File: src/rtl/pc_flag_unit.sv
// pc_flag_unit: program counter and branch resolution behind the 8-bit ALU.
// Holds the compare flags and a loadable branch-target table.
// Owns the run/halt sequencing for program execution.
//
// state | meaning
// IDLE  | out of reset; waiting for start
// RUN   | executing; pc advances or branches each unstalled cycle
// DONE  | halted; pc holds the halt address until start
module pc_flag_unit #(
    parameter int PC_WIDTH  = 10,
    parameter int LUT_DEPTH = 16,
    localparam int IDX_W    = (LUT_DEPTH > 1) ? $clog2(LUT_DEPTH) : 1
) (
    input  logic                clk,
    input  logic                reset,
    input  logic                start,
    input  logic                stall,
    input  logic                halt,
    input  logic                alu_equal,
    input  logic                alu_lessThan,
    input  logic                flagWrite,
    input  logic [1:0]          branchType,
    input  logic [IDX_W-1:0]    branchIdx,
    input  logic                lutWrite,
    input  logic [IDX_W-1:0]    lutWrAddr,
    input  logic [PC_WIDTH-1:0] lutWrData,
    output logic [PC_WIDTH-1:0] pc,
    output logic                flagEq,
    output logic                flagLt,
    output logic                taken,
    output logic                running,
    output logic                done
);

    typedef enum logic [1:0] {
        IDLE = 2'd0,
        RUN  = 2'd1,
        DONE = 2'd2
    } state_t;

    localparam logic [1:0] BR_NONE = 2'b00;
    localparam logic [1:0] BR_EQ   = 2'b01;
    localparam logic [1:0] BR_LT   = 2'b10;
    localparam logic [1:0] BR_JMP  = 2'b11;

    state_t              state;
    logic [PC_WIDTH-1:0] lut [LUT_DEPTH];
    logic                branchCond;
    logic                execute;

    // An instruction only executes in RUN on an unstalled cycle.
    assign execute = (state == RUN) && !stall && !reset;

    // Branch decision against the stored (old) flags; halt and stall suppress it.
    always_comb begin
        branchCond = 1'b0;
        unique case (branchType)
            BR_NONE: branchCond = 1'b0;
            BR_EQ:   branchCond = flagEq;
            BR_LT:   branchCond = flagLt;
            BR_JMP:  branchCond = 1'b1;
            default: branchCond = 1'b0;
        endcase
        taken = execute && !halt && branchCond;
    end

    // Sequencer, pc, flags and target table; table reads see the pre-edge contents.
    always_ff @(posedge clk) begin
        if (reset) begin
            state   <= IDLE;
            pc      <= '0;
            flagEq  <= 1'b0;
            flagLt  <= 1'b0;
            running <= 1'b0;
            done    <= 1'b0;
            for (int i = 0; i < LUT_DEPTH; i++) begin
                lut[i] <= '0;
            end
        end else begin
            if (lutWrite) begin
                lut[lutWrAddr] <= lutWrData;
            end

            unique case (state)
                IDLE, DONE: begin
                    if (start) begin
                        state   <= RUN;
                        pc      <= '0;
                        running <= 1'b1;
                        done    <= 1'b0;
                    end
                end
                RUN: begin
                    if (!stall) begin
                        if (flagWrite) begin
                            flagEq <= alu_equal;
                            flagLt <= alu_lessThan;
                        end
                        if (halt) begin
                            state   <= DONE;
                            running <= 1'b0;
                            done    <= 1'b1;
                        end else if (taken) begin
                            pc <= lut[branchIdx];
                        end else begin
                            pc <= pc + 1'b1;
                        end
                    end
                end
                default: begin
                    state   <= IDLE;
                    running <= 1'b0;
                    done    <= 1'b0;
                end
            endcase
        end
    end

endmodule

File: config.mk
export PLATFORM = sky130hd
export DESIGN_NAME = pc_flag_unit
export DESIGN_NICKNAME = d
export VERILOG_FILES = /design/src/rtl/pc_flag_unit.sv
export SDC_FILE = /design/constraint.sdc
export NUM_CORES = 1
export LEC_CHECK = 0
export CORE_ASPECT_RATIO = 0.7
export CORE_UTILIZATION = 54
export DETAILED_ROUTE_END_ITERATION = 8
export GPL_TIMING_DRIVEN = 0
export PLACE_DENSITY = 0.81
export SYNTH_ARGS = -nofsm -noshare
export SYNTH_HDL_FRONTEND = slang
export SYNTH_SLANG_ARGS = --single-unit
File: constraint.sdc
create_clock -name clk -period 1.6 [get_ports clk]
set_input_delay 0.32 -clock clk [delete_from_list [all_inputs] [get_ports clk]]
set_output_delay 0.32 -clock clk [all_outputs]
set_load 0.05 [all_outputs]
==> summary.txt <==
Routing
  – Final WL: 22480 µm
  – Post-DRT Antenna Nets: 0
  – Drt first pass iters: 5
  – WL/cell: 25.38 µm
  – Vias: 5554
  – # DRC: 0
  – Initial DRC count: 653
  – Via density: 6.269

Floorplan
  – Core area: 14910 µm²
  – Std-Cell Rows: 37
  – Die ar.: 15960 µm²
  – Starting Density: 0.5596
  – Die width: 150.6 µm
  – # IOs: 44
  – Die height: 106.0 µm

Layout
  – Fraction of layout cells with a size suffix above 1: 0.2836
  – Nets: 709
  – Area Overhead vs Synth: 21.00%
  – Number of filler cells placed in the layout: 983
  – Number of diodes: 0
  – Core Util, Final: 0.6771
  – Most frequent cells in the layout: and2_1 (160), edfxtp_1 (160), mux4_2 (33), nor2_1 (25), buf_4 (21)
  – Non-Filler Instances: 886

Critical path
  – Crit Path Max Fanout: 2
  – Crit start category: flop
  – WP data arrival: 1.71 ns
  – Largest stage delay, worst path: 0.53 ns
  – Reg2reg setup slack: -0.28 ns
  – Worst r2r path cells: 7
  – Crit Reg-Reg Startpoint: state[1]
  – Setup CP Type: flop to output pin
  – Worst path slowest cell: or4b_4
  – Crit. End Element: output pin
  – Cell depth of the worst setup path: 5
  – Critical R2R Capture: pc[4]
  – Number of buffers and inverters on the critical path: 2
  – Critical path cell sequence: or4b_4, nor2_4, nand2_4, clkinvlp_4, buf_8
  – Top delay family on crit path: simple AND/OR/NAND/NOR gates
  – Required time worst endpoint: 1.28 ns

Clocking
  – Largest buffer count on any clock path: 2
  – Root Buffer: clkbuf_16
  – Htree depth: 4
  – # hold bufs at CTS: 0
  – Sink Count: 176
  – Clk slew on worst S/H paths: 0.07 ns
  – CTS tree: yes
  – Clock Latency Late Sink: 0.43 ns
  – CTS Buf Count: 17

Place
  – GP Congestion: 0.9423
  – IO buf count: 38
  – Inst Count DP: 835
  – DP HPWL: 14650 µm

STA
  – Fmax: 492.7 MHz
  – Tcrit/Tclk final: 1.269
  – RSZ-0062 raised after global routing: yes
  – Post-Route Skew: 0.006657 ns
  – Post-route setup slack: -0.4297 ns
  – Post-route setup TNS: -2.960 ns
  – Slew margin rel.: 0.4939
  – Final setup vio count: 21
  – Endpoints failing hold: 0
  – Fin crit period: 2.030 ns
  – Final Slew Violations: 0
  – Slew at the pin closest to its max-slew limit: 0.7550 ns

Global routing
  – Total gr overflow: 0
  – Total track usage: 0.2909
  – Initial antenna violation count: 0
  – Largest net degree at the start of global routing: 17
  – First-pass GRT wire length: 32310 µm
  – Vias in the first global route: 5451

Power
  – Static leakage: 3.651 nW
  – Pwr dens: 1066 nW/µm²
  – Peak VDD IR: 0.7439 mV

Synth
  – Most used DFF post-synth: edfxtp_1
  – Post-synth EDFFs: 160
  – Synth unique cells: 50
  – Register area share after synthesis: 0.6144
  – Post-Syn Instances: 602
  – Synthesized flop and latch total: 176
  – Synth Warn #: 0
  – Syn_nets: 632
  – Mapped cell area: 8342 µm²
  – Syn avg cell area: 13.86 µm²
  – FFs w/ async S/R, synth: 0

Worst hold path
  – Hold depth: 2
  – HP Class: flop to flop
  – Hold Path Origin: done
  – Hold Path End: done

Run
  – Max-cap violations: 0

Outcome
  – Failing checks: setup timing
  – Status: finished with violations
==> worst max path at each step <==
stage,slack [ns],to,from
after floorplan,-0.08,pc[9],pc[5]
after global placement,-1.27,taken,stall
after detailed placement,-1.29,taken,stall
after CTS,-0.45,taken,state[1]
after global routing,-0.48,taken,state[1]
final,-0.43,taken,state[1]
==> cells by family (layout without fill, tap and decap cells) <==
group	after synthesis	count (layout)	synth area share
simple gates	267	270	0.1905
flops	176	176	0.6144
mux	59	59	0.1269
buf+inv	53	139	0.03210
compound gates	45	45	0.03360
fa+ha+maj	1	1	0.001500
xor+xnor	1	1	0.001050
==> worst reg2reg max path: cells and delay by family, from the launching register on <==
kind            cells  cell delay, ns
simple gates        3            0.74
compound gates      2            0.42
buf+inv             2            0.25
flops               1            0.34
==> through the flow <==
step	worst slack (ns)	instance area (µm²)	power [mW]	hold slack, ns
2_1_floorplan	-0.08137	8451	5.965	0.4671
4_1_cts	-0.4463	9804	10.65	0.4648
3_5_place_dp	-1.289	9075	6.330	0.4882
5_1_grt	-0.4751	10090	10.99	0.5086
6_report	-0.4297	10090	10.76	0.4991
3_3_place_gp	-1.273	9075	6.285	0.4637
==> layer usage <==
metal  up-vias  GRT usage  wire length, µm
li1       2363          -                -
met1      2771     0.3992             9013
met2       379     0.4371            10540
met3        41    0.08712             2569
met4         0     0.1118              363
met5         -          0                0
==> power breakdown <==
part	leakage (nW)	internal, mW	switching [mW]
Sequential	1.66	5.25	0.0774
Combinational	1.69	0.428	0.585
Clock	0.300	2.61	1.80
Total	3.65	8.29	2.47
==> layout make-up <==
cell class / instances / area (µm²) / area share
clock inverter: 14 / 188.9 / 0.01872
multi-input combinational: 376 / 3227 / 0.3197
tap: 195 / 244.0 / 0.02417
sequential: 176 / 5141 / 0.5094
timing repair buffer: 55 / 519.2 / 0.05144
inverter: 6 / 26.28 / 0.002603
buffer: 47 / 321.6 / 0.03186
clock buffer: 17 / 425.4 / 0.04215
==> synthesized netlist by cell type (5+ instances only) <==
| cell | number | area, µm² |
|---|---|---|
| mux2_2 | 5 | 56.30 |
| a21oi_1 | 16 | 80.08 |
| or2_2 | 16 | 100.1 |
| edfxtp_1 | 160 | 4805 |
| buf_6 | 6 | 67.56 |
| nand2b_1 | 6 | 37.54 |
| mux4_2 | 33 | 743.2 |
| nand2_1 | 15 | 56.30 |
| buf_2 | 7 | 35.03 |
| and2_1 | 160 | 1001 |
| dfxtp_1 | 16 | 320.3 |
| nor3_1 | 11 | 55.05 |
| nand3_1 | 6 | 30.03 |
| clkbuf_1 | 30 | 112.6 |
| mux2i_1 | 18 | 180.2 |
| nor2_1 | 28 | 105.1 |
| o21ai_0 | 8 | 40.04 |
| inv_1 | 6 | 22.52 |
==> timing repair <==
item	CTS	global route
endpoints found under the hold margin	0	0
endpoints found under the setup margin	146	251
setup buffers	8	9
pin swaps	2	20
gates resized for setup	77	78
gates cloned	0	3
==> flip-flops by register name, summed over array words and instances (netlist names) <==
name     flops
flagLt       1
running      1
done         1
lut        160
state        2
flagEq       1
pc          10
Note: power is estimated with default switching activity, not from simulation.
==> RTL edit, RTL diff (config.mk and constraints unchanged) <==
Re-encode `state_t` (3 states) as one-hot, 3 bits wide.
--- a/src/rtl/pc_flag_unit.sv
+++ b/src/rtl/pc_flag_unit.sv
@@ -32,10 +32,10 @@
     output logic                done
 );
 
-    typedef enum logic [1:0] {
-        IDLE = 2'd0,
-        RUN  = 2'd1,
-        DONE = 2'd2
+    typedef enum logic [2:0] {
+        IDLE = 3'b001,
+        RUN  = 3'b010,
+        DONE = 3'b100
     } state_t;
 
     localparam logic [1:0] BR_NONE = 2'b00;
Behaviour: same outputs for any inputs over 4 cycles, from zero or initial values and one cycle with reset high; so few cycles prove little.
==> RTL edit against the unedited design <==
- the run still ends with setup timing left
- sequential cell count is the same
- wire length shrank 2.0%
- area after synthesis fell by 0.30%
- total power decreased by 1.7%
- via count is 0.34% lower
- utilization decreased by 0.34 points
- sequential power about the same
- critical path depth is 1 higher
- worst setup slack improved by 0.21 ns
- design area shrank 0.82%
==> RTL edit: results (changes against the unedited design) <==
outcome:
  status: "complete, but fails checks"
  violations: "setup timing"
sta:
  setup_viol: 20  # -4.8%
  max_slew_margin_pct: 61.61  # +12 points
  setup_tns_ns: -0.8252  # +2.135 ns
  timing.final.ws_setup_ns: -0.2222  # +0.2075 ns
synth:
  yosysSeqAreaShare_pct: 61.62  # +0.18 points
  synthXorXnorAreaFrac_pct: 0.2106  # +0.11 points
  muxShareOfSynthArea_pct: 11.37  # -1.3 points
  synth_cell_types: 52  # +4.0%
  yosys-top-cells-area: "edfxtp_1 (58%), and2_1 (12%), mux4_2 (9.7%), dfxtp_1 (3.9%), clkbuf_1 (1.3%)"
  synth-compound-area-share_pct: 3.912  # +0.55 points
worst_hold_path:
  hold_path.class: "input port to register"
worst_setup_path:
  cp_max_fo: 4  # +2
placement:
  dpl.hpwl_um: 14110  # -3.7%
  gp_congestion: 0.9122  # -3.2%
  placedCellCount: 837  # +0.24%
  placed_area_um2: 9059  # -0.18%
  dpl_worst_slack_ns: -1.222  # +0.06672 ns
final_layout:
  final_cells: 888  # +0.23%
  fillers: 1023  # +4.1%
  finalNetCount: 710  # +0.14%
  drive_gt1_share_pct: 28.28  # -0.082 points
power:
  peakVddDrop_mv: 0.7167  # -3.7%
  seqPwrFrac_pct: 50.4  # +0.9 points
  p_per_area_nw_per_um2: 1056  # -0.91%
route:
  vias: 5535  # -0.34%
  initialDrtViolationCount: 605  # -7.4%
global_routing:
  grt_pass1_vias: 5418  # -0.61%
clocking:
  cts_resized: 125  # +62%
RTL edit: cell types whose count changed after synthesis, sizes merged, moves of 3 or more:
cell	change
o32a	+3
inv	-4
and3	+4
a31oi	+3
nand3	+9
nor3	-3
nor2b	+5
nand4	-3
nand2	+4
mux2i	-9
a22oi	+3
a21oi	-6
RTL edit: logic make-up (layout without fill, tap and decap cells):
kind of cell             Yosys count  after routing
multiplexers                      49             49
flip-flops                       176            176
buffers and inverters             47            133
XOR/XNOR                           2              2
AO/OA/AOI/OAI                     47             47
AND/OR/NAND/NOR                  280            285
adder cells (fa/ha/maj)            1              1
RTL edit: per-layer routing:
| layer | up-vias | share of wire [%] | GRT usage [%] | wire length (um) |
|---|---|---|---|---|
| met5 | - | 0 | 0 | 0 |
| met1 | 2741 | 39 | 40.33 | 8648 |
| met3 | 54 | 12 | 7.792 | 2604 |
| met4 | 0 | 2.9 | 10.75 | 634 |
| met2 | 363 | 46 | 44.73 | 10140 |
| li1 | 2377 | - | - | - |
RTL edit: final cells by class:
cell class / instances / area share [%]
Clock buffer: 17 / 4.249
Inverter: 2 / 0.07499
Clock inverter: 15 / 1.800
Multi-Input combinational cell: 384 / 32.02
Sequential cell: 176 / 51.41
Tap cell: 195 / 2.437
Buffer: 44 / 3.087
Timing Repair Buffer: 55 / 4.924
RTL edit: final timing paths:
check	start	endpoint	slack, ns	cells past startpoint
min	alu_lessThan	flagLt	0.46	3
min reg2reg	flagEq	flagEq	0.48	2
max reg2reg	state[0]	pc[2]	-0.15	6
max	branchType[1]	taken	-0.22	6
RTL edit: critical path: stages:
cell and delay (ns):
clkdlybuf4s50_1 0.48, and2_2 0.23, nor2_4 0.05, buf_6 0.12, nor2_4 0.14, buf_8 0.16
